### src/rtl/song_transport_ctrl.sv
// song_transport_ctrl: transport sequencer for the tone generator.
// Fetches note bytes from the note store, decodes them, and times each
// note or rest against a tempo-scaled beat tick. It drives a registered
// {octave, note} code plus a mute flag.
// Optional build macro: SONG_LOOP_EN. When it is defined, the end-of-song
// byte restarts playback at the latched song base address. When it is
// undefined, the end-of-song byte returns the controller to IDLE.
module song_transport_ctrl #(
    parameter logic [15:0] TICK_BASE = 16'd50000,
    parameter int          ADDR_W    = 8
) (
    input  logic              clk,
    input  logic              rst,
    input  logic              play,
    input  logic              pause,
    input  logic              stop,
    input  logic [ADDR_W-1:0] song_base,
    input  logic [3:0]        tempo,
    output logic              rd_req,
    output logic [ADDR_W-1:0] rd_addr,
    input  logic              rd_valid,
    input  logic [7:0]        rd_data,
    output logic [6:0]        freq_out,
    output logic              mute,
    output logic              busy,
    output logic              done
);

    typedef enum logic [2:0] {
        S_IDLE,
        S_FETCH,
        S_DECODE,
        S_HOLD,
        S_PAUSED
    } state_t;

    state_t            state;
    logic [2:0]        octave;
    logic [ADDR_W-1:0] base_lat;
    logic [7:0]        note_byte;
    logic [4:0]        beat_cnt;
    logic [15:0]       presc;
    logic [3:0]        div;
    logic              mute_saved;

    logic [3:0] code;
    logic [3:0] arg;
    logic [3:0] beat_limit;
    logic       sub_tick;
    logic       beat_tick;
    logic       note_end;

    // Timing strobes derived from the HOLD counters. Tempo is compared live,
    // and >= keeps the divider wrapping if tempo is raised mid-beat.
    always_comb begin
        code       = note_byte[7:4];
        arg        = note_byte[3:0];
        beat_limit = 4'd15 - tempo;
        sub_tick   = (presc == (TICK_BASE - 16'd1));
        beat_tick  = sub_tick && (div >= beat_limit);
        note_end   = beat_tick && (beat_cnt <= 5'd1);
    end

    // Transport state machine with all outputs registered. Stop has the
    // highest priority and abandons any outstanding fetch.
    always_ff @(posedge clk or posedge rst) begin
        if (rst) begin
            state      <= S_IDLE;
            octave     <= 3'd0;
            base_lat   <= '0;
            note_byte  <= 8'd0;
            beat_cnt   <= 5'd0;
            presc      <= 16'd0;
            div        <= 4'd0;
            mute_saved <= 1'b0;
            rd_req     <= 1'b0;
            rd_addr    <= '0;
            freq_out   <= 7'd0;
            mute       <= 1'b1;
            busy       <= 1'b0;
            done       <= 1'b0;
        end else begin
            done <= 1'b0;
            if (stop) begin
                state  <= S_IDLE;
                rd_req <= 1'b0;
                mute   <= 1'b1;
                busy   <= 1'b0;
            end else begin
                case (state)
                    S_IDLE: begin
                        if (play) begin
                            rd_addr  <= song_base;
                            base_lat <= song_base;
                            octave   <= 3'd0;
                            rd_req   <= 1'b1;
                            busy     <= 1'b1;
                            state    <= S_FETCH;
                        end
                    end
                    S_FETCH: begin
                        if (rd_valid) begin
                            note_byte <= rd_data;
                            rd_req    <= 1'b0;
                            state     <= S_DECODE;
                        end
                    end
                    S_DECODE: begin
                        if (code <= 4'd11) begin
                            freq_out <= {octave, code};
                            mute     <= 1'b0;
                            beat_cnt <= {1'b0, arg} + 5'd1;
                            presc    <= 16'd0;
                            div      <= 4'd0;
                            state    <= S_HOLD;
                        end else begin
                            case (code)
                                4'd12: begin
                                    if (arg < 4'd5) begin
                                        octave <= arg[2:0];
                                    end
                                    rd_addr <= rd_addr + 1'b1;
                                    rd_req  <= 1'b1;
                                    state   <= S_FETCH;
                                end
                                4'd13: begin
                                    rd_addr <= rd_addr + 1'b1;
                                    rd_req  <= 1'b1;
                                    state   <= S_FETCH;
                                end
                                4'd14: begin
                                    mute     <= 1'b1;
                                    beat_cnt <= {1'b0, arg} + 5'd1;
                                    presc    <= 16'd0;
                                    div      <= 4'd0;
                                    state    <= S_HOLD;
                                end
                                default: begin
`ifdef SONG_LOOP_EN
                                    rd_addr <= base_lat;
                                    rd_req  <= 1'b1;
                                    done    <= 1'b1;
                                    state   <= S_FETCH;
`else
                                    done    <= 1'b1;
                                    mute    <= 1'b1;
                                    busy    <= 1'b0;
                                    state   <= S_IDLE;
`endif
                                end
                            endcase
                        end
                    end
                    S_HOLD: begin
                        if (note_end) begin
                            beat_cnt <= 5'd0;
                            presc    <= 16'd0;
                            div      <= 4'd0;
                            rd_addr  <= rd_addr + 1'b1;
                            rd_req   <= 1'b1;
                            state    <= S_FETCH;
                        end else begin
                            if (sub_tick) begin
                                presc <= 16'd0;
                                if (beat_tick) begin
                                    div      <= 4'd0;
                                    beat_cnt <= beat_cnt - 5'd1;
                                end else begin
                                    div <= div + 4'd1;
                                end
                            end else begin
                                presc <= presc + 16'd1;
                            end
                            if (pause) begin
                                mute_saved <= mute;
                                mute       <= 1'b1;
                                state      <= S_PAUSED;
                            end
                        end
                    end
                    S_PAUSED: begin
                        if (play) begin
                            mute  <= mute_saved;
                            state <= S_HOLD;
                        end
                    end
                    default: begin
                        rd_req <= 1'b0;
                        busy   <= 1'b0;
                        mute   <= 1'b1;
                        state  <= S_IDLE;
                    end
                endcase
            end
        end
    end

endmodule

### config.mk
export PLATFORM = sky130hd
export DESIGN_NAME = song_transport_ctrl
export DESIGN_NICKNAME = d
export VERILOG_FILES = /design/src/rtl/song_transport_ctrl.sv
export SDC_FILE = /design/constraint.sdc
export NUM_CORES = 1
export LEC_CHECK = 0
export CAP_MARGIN = 5
export CORE_MARGIN = 2
export CORE_UTILIZATION = 55
export CTS_CLUSTER_SIZE = 8
export DETAILED_ROUTE_END_ITERATION = 12
export GPL_ROUTABILITY_DRIVEN = 0
export PLACE_DENSITY_LB_ADDON = 0.08
export SETUP_SLACK_MARGIN = 0.2
export SYNTH_ARGS = -nofsm -noshare
export SYNTH_HDL_FRONTEND = slang
export SYNTH_SLANG_ARGS = --single-unit
export TNS_END_PERCENT = 50
### constraint.sdc
create_clock -name clk -period 2.3 [get_ports clk]
set_input_delay 0.23 -clock clk [delete_from_list [all_inputs] [get_ports clk]]
set_output_delay 0.23 -clock clk [all_outputs]
set_load 0.01 [all_outputs]
Yosys cells after proc, flatten, opt, wreduce, memory -nomap -nowiden
Cells that the tools add are included.

$add $sub $neg: 6. $lt $le $gt $ge: 4. Equality and inequality tests: 31. Multiplexer cells: 58. Bitwise logic cells: 2. Reduce and logical (&&, ||, !) cells: 22.

Operators with widths (count): $mux W16 (4); $ne A3 B3 Y1 const B (12); $mux W8 (4); $pmux W16 S2 (1); $mux W3 (10); $mux W5 (5); $pmux W8 S3 (1); $mux W4 (5); $mux W1 (19); $reduce_and A6 Y1 (3); $add A16 B1 Y16 const B (1); $eq A16 B16 Y1 const B (1); $reduce_and A4 Y1 (4); $pmux W3 S5 (1); $ne A2 B2 Y1 const B (7); $eq A4 B4 Y1 const B (3); $pmux W5 S2 (1); $reduce_and A5 Y1 (2); $reduce_and A3 Y1 (3); $add A8 B1 Y8 const B (1); $ne A4 B4 Y1 const B (2); $pmux W4 S2 (1); $eq A3 B2 Y1 const B (2); $pmux W3 S2 (1); other kinds (23) (29).

Flip-flop bits (word level): 59. Output and inout port bits: 19. Logic and storage cells: 136.

Logic depth before layout (Yosys ltp)
Gate-level depths: netlist (run 1).

Depth after elaboration: 7. Depth in mapped cells: 8. Gate-level depth less buffers: 7.

Worst setup path after synthesis (run 1)
No wires, ideal clock.

Path kind: register -> register. From: register div[3]. To: register rd_addr[1]. Library setup time: 125 ps. Data arrival time: 1823 ps. Data required time: 2175 ps. Setup slack: 352 ps. Cell stages (with the launch flop): 7. Path through: dfrtp_1 -> ha_1 -> a21oi_1 -> a21oi_1 -> o211ai_4 -> a21oi_4 -> mux2_4.

Longest elaborated chain between the ends: 5.

RTL lines: start: declaration (line 43) `logic [3:0] div;`; start signal: assignment (line 169) `div <= div + 4'd1;`; $ge A4 B4 Y1 (line 60) `beat_tick = sub_tick && (div >= beat_limit);`; $logic_and A1 B1 Y1 (line 60); $logic_and A1 B1 Y1 (line 61) `note_end = beat_tick && (beat_cnt <= 5'd1);`; $ne A2 B2 Y1 (no line); $reduce_and A6 Y1 (no line); end signal: assignment (line 93) `rd_addr <= song_base;`; end signal: assignment (line 122) `rd_addr <= rd_addr + 1'b1;`; end signal: assignment (line 127) `rd_addr <= rd_addr + 1'b1;`; end: declaration (line 20) `output logic [ADDR_W-1:0] rd_addr,`.

Every way passes these cells. A chain may end at the register's enable or synchronous reset.

Worst setup path in the final report (run 1)
From: register div[3]. To: register mute.

Longest elaborated chain between the ends: 5.

RTL lines: $ge A4 B4 Y1 (line 60); $logic_and A1 B1 Y1 (line 60); $logic_and A1 B1 Y1 (line 61); $ne A3 B3 Y1 (no line); $reduce_and A5 Y1 (no line); end signal: assignment (line 183) `mute <= mute_saved;`; end: declaration (line 24) `output logic mute,`.

Every way passes these cells.

==> key figures, run 1 <==
Worst setup path
  – RR Startpoint: div[3]$_DFFE_PP0P_
  – Critical Path RT: 2.57 ns
  – Worst-path maximum fanout: 4
  – R2R Setup Slk: 0.28 ns
  – Worst r2r dst: mute$_DFFE_PP1P_
  – Crit. End Element: flip-flop
  – CP startpoint kind: flip-flop
  – Worst r2r path cells: 7
  – Crit Path Class: reg -> reg
  – Worst EP arrival: 2.29 ns

Clock network
  – Clock buffer count from CTS: 9
  – Max clock buf depth: 2
  – CTS Sinks: 59
  – Clk pin slew, worst setup/hold paths: 0.07 ns
  – Max H-tree Level: 3
  – Root Buffer Master: clkbuf_8
  – CTS tree: yes
  – Worst-Skew Late Latency: 0.34 ns

STA
  – Slew @ Worst Pin: 0.479 ns
  – Final period util: 88.0%
  – Slack of the critical path: 0.276 ns
  – RSZ-0062 raised after global routing: true
  – Worst relative slew slack: 68.0%
  – Peak Freq: 494 MHz
  – Hold Vio Cnt, Final: 0
  – Clock Skew: 0.00952 ns
  – Final critical-path required period: 2.02 ns
  – Slew Viols, Final: 0
  – Setup Viol. Count Final: 0

Floorplanning
  – Chip width: 84.2 microns
  – Row cnt: 29
  – Core area: 6280 sq um
  – Die Area: 7080 sq um
  – Starting density of the core: 56.3%
  – I/O pin cnt: 45
  – Die height: 84.2 microns

Synthesis
  – Primary FF master, synth: dfrtp_1
  – Synthesized area: 3530 sq um
  – Synth cell types: 67
  – Share of the synthesized area in the top cell type: 41.1%
  – Synth area leader: dfrtp_1
  – Async SR Flop Fraction: 100%
  – Post-synthesis register bit count: 59
  – Ranking of synthesized cells by area: dfrtp_1 41%, mux2_2 7.3%, ha_1 3.9%, o21ai_0 3.4%, nand2_1 3.1%
  – Mapped Cells: 368
  – Synth Area per Inst: 9.60 sq um
  – Post-synth EDFFs: 0
  – Ys Warns: 0
  – Syn nets: 405
  – Seq/Total Area, Yosys: 41.8%

Power and ir drop
  – Clock network power share: 19.4%
  – Pleak: 1.96 nW
  – Worst vdd ir: 0.745 mV
  – Pwr per Cell Area: 1040 nW/um^2
  – P_sw: 1.79 mW
  – Pint: 2.92 mW
  – Seq pwr share: 35.8%
  – Comb power frac: 44.8%
  – Sw Ratio: 38.0%

Global routing
  – GR Util All Layers: 25.3%
  – First-pass GRT wire length: 14600 microns
  – Largest net degree at the start of global routing: 23
  – Gr ovfl total: 0
  – Initial antenna violation count: 0
  – Vias in the first global route: 3030

Job
  – Max Cap Viol: 0

Drt
  – First-pass DRT Iterations: 7
  – Iteration-0 DRC Markers: 211
  – DRT antenna net count: 0
  – Routed Wire Length: 8720 microns
  – Per-cell routed wire length: 16.6 microns
  – Via density: 6.05
  – # DRC: 0
  – Routed vias: 3171

Final layout
  – Area grow syn2layout: 27.9%
  – Share of cells above drive strength 1: 21.9%
  – Design area: 4520 sq um
  – Nets: 479
  – Diode count: 0

Min path
  – Kind of path behind the tightest hold check: in -> async

Placed design
  – Placed cell area: 4230 sq um
  – # port buffers: 44
  – Post-detail-place hpwl: 6210 microns
  – Place WS: -0.0814 ns

Status
  – Status: completed
[synthesized netlist by cell type, drive strengths merged (6+ instances only)]
cell	count
mux2	24
dfrtp	58
ha	11
a2bb2oi	6
o21ai	26
and3	9
a211oi	6
o22ai	6
buf	8
nor3	16
nand3	17
clkbuf	8
nand4	8
nand2	29
inv	17
nor2	25
a21oi	19
[area by class of cell]
cell class	count	area, sq um
clock buffers	15	186
repair buffers	78	708
inverters	18	67.6
multi-input cells	276	1980
well taps	77	96.3
clock inverters	1	5.00
flip-flops and latches	59	1480
fillers	495	1760
[per-stage QoR]
stage	total power [mW]	cells	utilization [%]	hold WS (ns)	setup TNS, ns
after floorplan	2.98	368	-	0.381	0
after global placement	3.68	503	67.3	0.483	-0.0214
after detailed placement	3.73	503	67.3	0.486	-0.313
after CTS	4.66	519	70.5	0.199	0
after global routing	5.03	524	72.0	0.233	0
final	4.71	524	72.0	0.195	0
[cell families (layout without fill, tap and decap cells)]
logic type / Yosys count / in the layout / share of synthesized area (%)
fa+ha+maj: 11 / 11 / 3.90
xor+xnor: 5 / 5 / 1.24
flops: 59 / 59 / 41.8
simple gates: 128 / 128 / 19.3
buf+inv: 34 / 112 / 4.21
mux: 27 / 27 / 8.60
compound gates: 104 / 105 / 20.9
[flip-flops by register name, indices dropped and copies added, names as in the netlist]
name,flops
rd_req,1
beat_cnt,5
mute,1
note_byte,8
rd_addr,8
mute_saved,1
freq_out,7
busy,1
octave,3
done,1
state,3
presc,16
div,4
[placed cells by master, fill, tap and decap left out, drive strengths merged, types with 5 or more instances in the layout]
master         Yosys  layout
dfrtp             58      58
clkdlybuf4s50      0      44
buf                8      34
nand2             29      29
o21ai             26      26
nor2              25      25
mux2              24      24
a21oi             19      19
nand3             17      17
inv               17      17
nor3              16      16
clkbuf             8      15
ha                11      11
and3               9       9
nand4              8       8
a211oi             6       6
o22ai              6       6
a2bb2oi            6       6
a22o               5       5
a31oi              5       5
nor4               5       5
[power by group through the flow]
| stage | clock (mW) | sequential (mW) | combinational, mW |
|---|---|---|---|
| after floorplan | 0 | 1.66 | 1.32 |
| after global placement | 0 | 1.68 | 2.00 |
| after detailed placement | 0 | 1.69 | 2.04 |
| after CTS | 0.923 | 1.68 | 2.06 |
| after global routing | 0.975 | 1.74 | 2.32 |
| final | 0.913 | 1.69 | 2.11 |
[per-layer routing]
layer	track usage [%]	routed length, microns	vias to the layer above
met5	0	0	-
met4	10.6	136	0
met3	3.64	438	13
met2	38.8	4060	118
met1	36.3	4080	1508
li1	-	-	1532
[critical path, stage by stage (launching register included)]
cell and delay [ns]:
dfrtp_1 0.41, ha_1 0.31, a21oi_2 0.21, a21oi_4 0.08, buf_4 0.17, o211a_4 0.27
a221oi_2 0.28, mux2i_1 0.22
[repair_timing]
item	CTS	global route
pin swaps	0	4
setup buffers	0	4
hold buffers	0	0
gates cloned	0	1
setup endpoints to repair	13	27
resized for setup	3	12
[worst max-delay path by stage]
| stage | start | endpoint | cells after the start |
|---|---|---|---|
| 6_report | div[3]$_DFFE_PP0P_ | mute$_DFFE_PP1P_ | 7 |
| 5_1_grt | div[1]$_DFFE_PP0P_ | mute_saved$_DFFE_PP0P_ | 6 |
| 4_1_cts | div[2]$_DFFE_PP0P_ | state[0]$_DFFE_PP0P_ | 6 |
| 3_5_place_dp | tempo[0] | state[0]$_DFFE_PP0P_ | 8 |
| 3_3_place_gp | tempo[0] | state[0]$_DFFE_PP0P_ | 8 |
| 2_1_floorplan | div[3]$_DFFE_PP0P_ | rd_addr[1]$_DFFE_PP0P_ | 6 |
No activity file was read; power rests on OpenSTA's default activity.
==> run 2: changes to the inputs <==
- PLACE_DENSITY: default -> 0.91
- PLACE_DENSITY_LB_ADDON: 0.08 -> default
==> run 2 against run 1 <==
- non-clock buffer count shrank 3
- first-iteration DRC count grew 15%
- core utilization shrank 0.60 points
- largest power group unchanged
- power shrank 1.1%
- register-to-register slack lost 0.04 ns
- clock skew is essentially flat
- via count grew 4.7%
- wire length grew 2.7%
- setup slack lost 0.040 ns
- sequential share of layout area grew 0.30 points
- clock power shrank 12%
- flip-flop and latch count is the same
- largest cell class unchanged
==> key figures, run 2 (same netlist as run 1, synthesis figures left out) <==
Min path
  – Kind of path behind the tightest hold check: in -> async (unchanged)

Floorplanning
  – I/O pin cnt: 45 (unchanged)
  – Core area: 6280 sq um (unchanged)
  – Die Area: 7080 sq um (unchanged)
  – Row cnt: 29 (unchanged)
  – Starting density of the core: 56.3% (unchanged)
  – Die height: 84.2 microns (unchanged)
  – Chip width: 84.2 microns (unchanged)

Placed design
  – Placed cell count: 501 (was 503)
  – # port buffers: 44 (unchanged)
  – Placed cell area: 4210 sq um (was 4230 sq um)
  – Post-detail-place hpwl: 6370 microns (was 6210 microns)

STA
  – Final period util: 89.8% (was 88.0%)
  – Clock Skew: 0.00955 ns (was 0.00952 ns)
  – Setup Viol. Count Final: 0 (unchanged)
  – Slew @ Worst Pin: 0.562 ns (was 0.479 ns)
  – RSZ-0062 raised after global routing: true (unchanged)
  – Hold Vio Cnt, Final: 0 (unchanged)
  – Slew Viols, Final: 0 (unchanged)
  – Final critical-path required period: 2.06 ns (was 2.02 ns)
  – Peak Freq: 484 MHz (was 494 MHz)
  – Worst relative slew slack: 62.5% (was 68.0%)

Final layout
  – Max reg flops: 16 (unchanged)
  – Filler Cell Count: 421 (was 495)
  – Share of cells above drive strength 1: 22.6% (was 21.9%)
  – Regs by FF count: presc (16), note_byte (8), rd_addr (8) (unchanged)
  – Cell Count, Final, Fillers Out: 519 (was 524)
  – Nets: 475 (was 479)
  – Most flop-heavy register: presc (unchanged)
  – Design area: 4480 sq um (was 4520 sq um)
  – Area grow syn2layout: 26.8% (was 27.9%)
  – Commonest non-fill, non-tap cell in the layout: dfrtp_1 (unchanged)
  – Diode count: 0 (unchanged)
  – Most frequent cells in the layout: 57 x dfrtp_1, 44 x clkdlybuf4s50_1, 29 x buf_4 (was 58 x dfrtp_1, 44 x clkdlybuf4s50_1, 33 x buf_4)

Worst setup path
  – Worst-path maximum fanout: 8 (was 4)
  – Crit. End Element: flip-flop (unchanged)
  – CP startpoint kind: flip-flop (unchanged)
  – Critical Path RT: 2.53 ns (was 2.57 ns)
  – Crit Path Class: reg -> reg (unchanged)
  – Worst EP arrival: 2.30 ns (was 2.29 ns)

Drt
  – First-pass DRT Iterations: 5 (was 7)
  – DRT antenna net count: 0 (unchanged)
  – # DRC: 0 (unchanged)
  – Via density: 6.39 (was 6.05)
  – Routed vias: 3319 (was 3171)
  – Routed Wire Length: 8960 microns (was 8720 microns)
  – Iteration-0 DRC Markers: 242 (was 211)
  – Per-cell routed wire length: 17.3 microns (was 16.6 microns)

Global routing
  – Initial antenna violation count: 0 (unchanged)
  – Gr ovfl total: 0 (unchanged)
  – First-pass GRT wire length: 15000 microns (was 14600 microns)
  – Vias in the first global route: 3224 (was 3030)
  – Largest net degree at the start of global routing: 35 (was 23)
  – GR Util All Layers: 26.3% (was 25.3%)

Clock network
  – Root Buffer Master: clkbuf_8 (unchanged)
  – CTS tree: yes (unchanged)
  – Clock buffer count from CTS: 9 (unchanged)
  – Hold buffers post-CTS: 0 (unchanged)
  – Max clock buf depth: 2 (unchanged)
  – Max H-tree Level: 3 (unchanged)
  – CTS Sinks: 59 (unchanged)
  – Clk pin slew, worst setup/hold paths: 0.07 ns (about the same)
  – Worst-Skew Late Latency: 0.35 ns (was 0.34 ns)

Job
  – Max Cap Viol: 0 (unchanged)

Power and ir drop
  – Worst vdd ir: 0.903 mV (was 0.745 mV)
  – Pwr per Cell Area: 1040 nW/um^2 (about the same)
  – Pleak: 1.93 nW (was 1.96 nW)

Status
  – Status: completed (unchanged)
[run 2: worst paths after layout]
path | from | endpoint | slack [ns] | depth (start not counted)
setup / recovery | div[1]$_DFFE_PP0P_ | mute_saved$_DFFE_PP0P_ | 0.24 | 6
hold / removal | rst | freq_out[6]$_DFFE_PP0P_ | 0.27 | 2
setup reg to reg | div[1]$_DFFE_PP0P_ | mute_saved$_DFFE_PP0P_ | 0.24 | 6
hold reg to reg | presc[14]$_DFFE_PP0P_ | presc[14]$_DFFE_PP0P_ | 0.49 | 1
max in group asynchronous | rst | mute$_DFFE_PP1P_ | 1.40 | 3
min in group clk | presc[14]$_DFFE_PP0P_ | presc[14]$_DFFE_PP0P_ | 0.49 | 1
[run 2: repair_timing]
| action | CTS | global route |
|---|---|---|
| pin swaps | 0 | 3 |
| gates resized for setup | 3 | 17 |
| endpoints found under the setup margin | 12 | 31 |
| buffers inserted | 0 | 3 |
[run 2: layout make-up]
cell class | count | area, sq um | area share, %
Timing Repair Buffer | 75 | 689 | 15.4
Tap cell | 77 | 96.3 | 2.15
Inverter | 18 | 71.3 | 1.59
Sequential cell | 59 | 1480 | 33.0
Multi-Input combinational cell | 275 | 1980 | 44.1
Clock buffer | 10 | 138 | 3.07
Clock inverter | 5 | 30.0 | 0.670
[run 2: per-stage QoR]
stage | utilization (%) | total power [mW] | setup TNS [ns] | setup WS [ns] | hold slack (ns)
final | 71.4 | 4.66 | 0 | 0.236 | 0.266
after global routing | 71.4 | 4.97 | 0 | 0.155 | 0.320
after CTS | 70.0 | 4.58 | 0 | 0.141 | 0.287
after detailed placement | 67.1 | 3.74 | -0.331 | -0.161 | 0.486
after global placement | 67.1 | 3.64 | 0 | 0.0255 | 0.481
after floorplan | - | 2.98 | 0 | 0.352 | 0.381
[run 2: where the power goes]
group	total [mW]	leakage (nW)	switching (mW)	internal, mW
registers	1.71	0.760	0.348	1.36
clock network	0.808	0.0839	0.401	0.407
logic	2.14	1.09	1.08	1.06
[run 2: per-layer routing]
metal / global-route usage [%] / part of all wire (%) / up-vias
met5: 0 / 0 / -
li1: - / - / 1520
met4: 10.1 / 1.9 / 0
met3: 6.59 / 6.7 / 23
met2: 42.9 / 48 / 176
met1: 33.9 / 43 / 1600
[run 2: worst max-delay path, cell delays in order, from the launching register on]
cell and delay, ns:
dfrtp_1 0.41, ha_1 0.31, and3_1 0.18, o21a_2 0.24, o211ai_4 0.36, nand4_1 0.15
mux2_2 0.29
